File: config.mk
export PLATFORM = sky130hd
export DESIGN_NAME = cp0_exc_handler
export DESIGN_NICKNAME = d
export VERILOG_FILES = /design/src/rtl/cp0_exc_handler_pkg.sv /design/src/rtl/cp0_exc_handler.sv
export SDC_FILE = /design/constraint.sdc
export NUM_CORES = 1
export LEC_CHECK = 0
export BUFFER_PORTS_ARGS = -buffer_cell sky130_fd_sc_hd__buf_2
export CORE_MARGIN = 1
export CORE_UTILIZATION = 30
export DETAILED_ROUTE_END_ITERATION = 12
export PLACE_DENSITY = 0.65
export REMOVE_ABC_BUFFERS = 1
export SLEW_MARGIN = 25
export SYNTH_ARGS = -nofsm -noshare
export SYNTH_HDL_FRONTEND = slang
export SYNTH_SLANG_ARGS = --single-unit
File: constraint.sdc
create_clock -name clk -period 6.25 [get_ports clk]
set_input_delay 0.3125 -clock clk [delete_from_list [all_inputs] [get_ports clk]]
set_output_delay 0.3125 -clock clk [all_outputs]
set_load 0.01 [all_outputs]
File: src/rtl/cp0_exc_handler_pkg.sv
// Shared CP0 constants: register numbers, exception codes, field positions.
package cp0_exc_handler_pkg;

    localparam logic [4:0] RegSr    = 5'd12;
    localparam logic [4:0] RegCause = 5'd13;
    localparam logic [4:0] RegEpc   = 5'd14;
    localparam logic [4:0] RegPrid  = 5'd15;

    typedef enum logic [4:0] {
        ExcInt  = 5'd0,
        ExcAdel = 5'd4,
        ExcAdes = 5'd5,
        ExcRi   = 5'd10,
        ExcOv   = 5'd12
    } exc_code_e;

    localparam logic [31:0] HandlerEntry = 32'h0000_4180;

    localparam int unsigned SrIeBit    = 0;
    localparam int unsigned SrExlBit   = 1;
    localparam int unsigned SrImLo     = 10;
    localparam int unsigned CauseBdBit = 31;
    localparam int unsigned CauseIpLo  = 10;
    localparam int unsigned CauseExcLo = 2;

    // A faulting delay-slot instruction must restart at its branch.
    function automatic logic [31:0] exc_epc(input logic [31:0] pc, input logic bd);
        logic [31:0] ret_pc;
        ret_pc = bd ? pc - 32'd4 : pc;
        return {ret_pc[31:2], 2'b00};
    endfunction

endpackage

File: src/rtl/cp0_exc_handler.sv
// Coprocessor 0: SR/Cause/EPC/PRId, mtc0/mfc0/eret, and the M-stage interrupt/exception decision.
module cp0_exc_handler
    import cp0_exc_handler_pkg::*;
#(
    parameter logic [31:0] PRID    = 32'h0000_0007,
    parameter int unsigned HWINT_W = 6
) (
    input  logic               clk,
    input  logic               reset,
    input  logic [31:0]        pc_m,
    input  logic [4:0]         exc_m,
    input  logic               bd_m,
    input  logic [HWINT_W-1:0] hwint,
    input  logic               we,
    input  logic [4:0]         addr,
    input  logic [31:0]        wdata,
    input  logic               eret_m,
    output logic [31:0]        rdata,
    output logic               intexc,
    output logic [31:0]        epc
);

    logic               sr_ie_q, sr_ie_d;
    logic               sr_exl_q, sr_exl_d;
    logic [HWINT_W-1:0] sr_im_q, sr_im_d;
    logic               cause_bd_q, cause_bd_d;
    logic [HWINT_W-1:0] cause_ip_q, cause_ip_d;
    logic [4:0]         cause_exc_q, cause_exc_d;
    logic [31:0]        epc_q, epc_d;

    logic int_req;
    logic exc_req;

    assign int_req = (|(hwint & sr_im_q)) & sr_ie_q & ~sr_exl_q;
    assign exc_req = (exc_m != 5'd0) & ~sr_exl_q;
    assign intexc  = int_req | exc_req;
    assign epc     = epc_q;

    // Priority: intexc, then eret, then mtc0.
    always_comb begin
        sr_ie_d     = sr_ie_q;
        sr_exl_d    = sr_exl_q;
        sr_im_d     = sr_im_q;
        cause_bd_d  = cause_bd_q;
        cause_ip_d  = hwint;
        cause_exc_d = cause_exc_q;
        epc_d       = epc_q;
        if (intexc) begin
            sr_exl_d    = 1'b1;
            cause_bd_d  = bd_m;
            cause_exc_d = int_req ? ExcInt : exc_m;
            epc_d       = exc_epc(pc_m, bd_m);
        end else if (eret_m) begin
            sr_exl_d = 1'b0;
        end else if (we) begin
            if (addr == RegSr) begin
                sr_ie_d  = wdata[SrIeBit];
                sr_exl_d = wdata[SrExlBit];
                sr_im_d  = wdata[SrImLo +: HWINT_W];
            end else if (addr == RegEpc) begin
                epc_d = {wdata[31:2], 2'b00};
            end
        end
    end

    always_ff @(posedge clk or negedge reset) begin
        if (!reset) begin
            sr_ie_q     <= 1'b0;
            sr_exl_q    <= 1'b0;
            sr_im_q     <= '0;
            cause_bd_q  <= 1'b0;
            cause_ip_q  <= '0;
            cause_exc_q <= 5'd0;
            epc_q       <= 32'd0;
        end else begin
            sr_ie_q     <= sr_ie_d;
            sr_exl_q    <= sr_exl_d;
            sr_im_q     <= sr_im_d;
            cause_bd_q  <= cause_bd_d;
            cause_ip_q  <= cause_ip_d;
            cause_exc_q <= cause_exc_d;
            epc_q       <= epc_d;
        end
    end

    logic [31:0] sr_word;
    logic [31:0] cause_word;

    always_comb begin
        sr_word                            = 32'd0;
        sr_word[SrIeBit]                   = sr_ie_q;
        sr_word[SrExlBit]                  = sr_exl_q;
        sr_word[SrImLo +: HWINT_W]         = sr_im_q;
        cause_word                         = 32'd0;
        cause_word[CauseBdBit]             = cause_bd_q;
        cause_word[CauseIpLo +: HWINT_W]   = cause_ip_q;
        cause_word[CauseExcLo +: 5]        = cause_exc_q;
    end

    // Reads show pre-edge state; a same-cycle mtc0 is not bypassed.
    always_comb begin
        case (addr)
            RegSr:    rdata = sr_word;
            RegCause: rdata = cause_word;
            RegEpc:   rdata = epc_q;
            RegPrid:  rdata = PRID;
            default:  rdata = 32'd0;
        endcase
    end

endmodule
==> out/results.txt <==
Finish-stage setup viols: 0
Int Pwr: 0.875 mW
Root Buffer: clkbuf_16
Routed Antenna Nets: 0
Worst setup SP type: flop
# clock sinks: 50
H-tree depth: 2
DRT Wirelength: 11,300 um
Total of max-cap violations: 0
Reg area: 1250 sq um
Primary FF master, synth: dfrtp_1
Result of the run: completed
Slowest cell on the critical path: inv_1
Multi-input logic area: 2060 sq um
Flops & latches, synth: 50
Dpl hpwl: 8030 um
Tightest Pin Transition: 1100 ps
PwrDens: 323 nW/um^2
Post-CTS Setup Bufs: 0
Placed insts: 634
Synth top area cells: dfrtp_1, mux2i_1, o31ai_1
Hold-fix buffers at CTS: 0
Fin. Hold Viols: 0
Routed WL per cell: 17.6 um
Initial DRC Count: 200
Core area: 11,000 sq um
Cell family with most CP delay: buffers and inverters
Setup TNS: 0 ps
Warnings from Yosys: 0
Global Route Usage Sum: 19.0%
Combinational power share: 40.6%
Hold WC Path Type: primary input to flop
Lkg Pwr: 2.02 nW
Fin crit share: 42.3%
Worst-path cell chain: a311oi_2, buf_4, nor2_2, inv_1, buf_2
Layout cell share with drive strength beyond 1: 35.9%
Area grow syn2layout: 29.0%
RSZ-0062 raised after global routing: no
TritonCTS Buffers: 5
Syn Inst Count: 376
Psw: 0.560 mW
Post-synth top area cell: dfrtp_1
CP endpoint kind: output pin
Max-slew headroom: 26.5%
Mapped cell area: 3450 sq um
I/O Buffers: 145
Tmin final: 2640 ps
GRT overflow: 0
Global-route wire length before repair: 17,400 um
GPL Wtd Cong: 0.835
Pin count of the biggest net entering global routing: 51
Avg Cell Area, Syn: 9.16 sq um
Die Ht: 109 um
Worst Path Buf+Inv: 3
CTS tree: done
Drt drc: 0
Yosys top cell area share: 36.3%
Pins Over Slew Limit: 0
Chip Width: 109 um
Most common cell in the netlist: dfrtp_1
DIE AREA: 11,900 sq um
IO Count: 150
# rows: 38
Non-filler cells, final: 642
FMAX: 0.378 GHz
Via count: 3,519
Fill count: 1,134
Post-synthesis sequential area ratio: 36.3%
Post-synth ARST share: 100%
Clk slew on worst S/H paths: 80 ps
Initial cell density of the core: 31.2%
Number of detailed-route iterations in the first pass: 5
Final worst slack: 3610 ps
Fin Clk Skew: 4.80 ps
Dpl ws: 3320 ps
Ant diodes: 0
Largest stage delay, worst path: 550 ps
Clk Latency, worst-skew pair: 290 ps
PostCTS Resize Cnt: 0
Nets: 587
Reg power frac: 39.2%
Worst-path maximum fanout: 20
Post-synth top cells: dfrtp_1, mux2i_1, clkbuf_1
Worst EP required: 5940 ps
Sw frac: 39.0%
Total power: 1.44 mW
Initial antenna violation count: 0
VDD IR-drop max: 0.000122 V
EDFF count, synth: 0
Clock power frac: 20.2%
Hold_ws: 135 ps
Critical path class: flop to output pin
Vias in the first global route: 3,329
Vias per cell: 5.48
CP Data Arrival Time: 2330 ps
Synth cell types: 42
Deepest clock path buffer count: 2
## metrics by stage
stage	utilization, %	instance area (sq um)
after global routing	40.3	4450
after detailed placement	38.9	4290
after CTS	40.3	4440
after global placement	38.8	4280
after floorplan	-	3300
final	40.3	4450
## worst paths after layout
kind | startpoint | to | slack (ps) | cells after the start
max | sr_exl_q | intexc | 3610 | 5
max reg2reg | sr_im_q[3] | sr_im_q[5] | 4100 | 5
min in group asynchronous | reset | epc[21] | 140 | 2
min | hwint[5] | cause_ip_q[5] | 130 | 1
max in group asynchronous | reset | cause_ip_q[2] | 5660 | 2
min reg2reg | cause_exc_q[0] | cause_exc_q[0] | 480 | 1
## per-layer routing
layer	vias up	GRT usage, %	share of wire [%]
met2	113	31.6	49
met1	1697	25.6	44
met4	0	4.86	0.95
met5	-	0	0
li1	1703	-	-
met3	6	2.81	6.0
## registers in the layout, indices dropped and copies added (netlist names)
signal       flops
epc             30
cause_ip_q       6
sr_im_q          6
cause_exc_q      5
cause_bd_q       1
sr_exl_q         1
sr_ie_q          1
## final cells by class
type	count	share of cell area, %
Inverter	4	0.338
Sequential cell	50	28.1
Clock buffer	5	2.81
Multi-Input combinational cell	287	46.4
Tap cell	140	3.94
Clock inverter	3	0.647
Timing Repair Buffer	153	17.7
## power groups by stage
stage / sequential, mW / clock (mW) / combinational (mW)
6_report: 0.563 / 0.290 / 0.582
4_1_cts: 0.563 / 0.299 / 0.588
3_3_place_gp: 0.559 / 0 / 0.572
5_1_grt: 0.580 / 0.311 / 0.645
2_1_floorplan: 0.585 / 0 / 0.300
3_5_place_dp: 0.568 / 0 / 0.586
## cell families (layout without fill, tap and decap cells)
kind of cell               count (synthesis)  after routing  share of synthesized area, %
xor gates and xnor gates                  11             11                          2.80
muxes                                     39             39                          11.6
and+or+nand+nor                          152            152                          27.9
AOI/OAI and AO/OA                         82             82                          16.1
other                                      1              2                         0.109
adders and majority gates                  1              1                         0.363
DFF                                       50             50                          36.3
buffers and inverters                     40            165                          4.83
## layout by cell type, fill, tap and decap left out, drive strengths merged, types with 2 or more instances in the layout
cell and n:
conb 2, nor4 4, nor3 8, inv 6, nand4 19, clkbuf 5
or4b 3, o31ai 28, or4 11, mux2 8, o41ai 4, nand3 6
nand2 10, or2 2, nor2 27, xor2 6, dfrtp 50, xnor2 5
nand2b 4, nor4bb 19, nor2b 3, a22oi 8, a21oi 10, nor3b 5
or3 10, and3 18, a21o 5, a31oi 19, mux2i 31, buf 153
o21ai 7
Note: power is estimated with default switching activity, not from simulation.
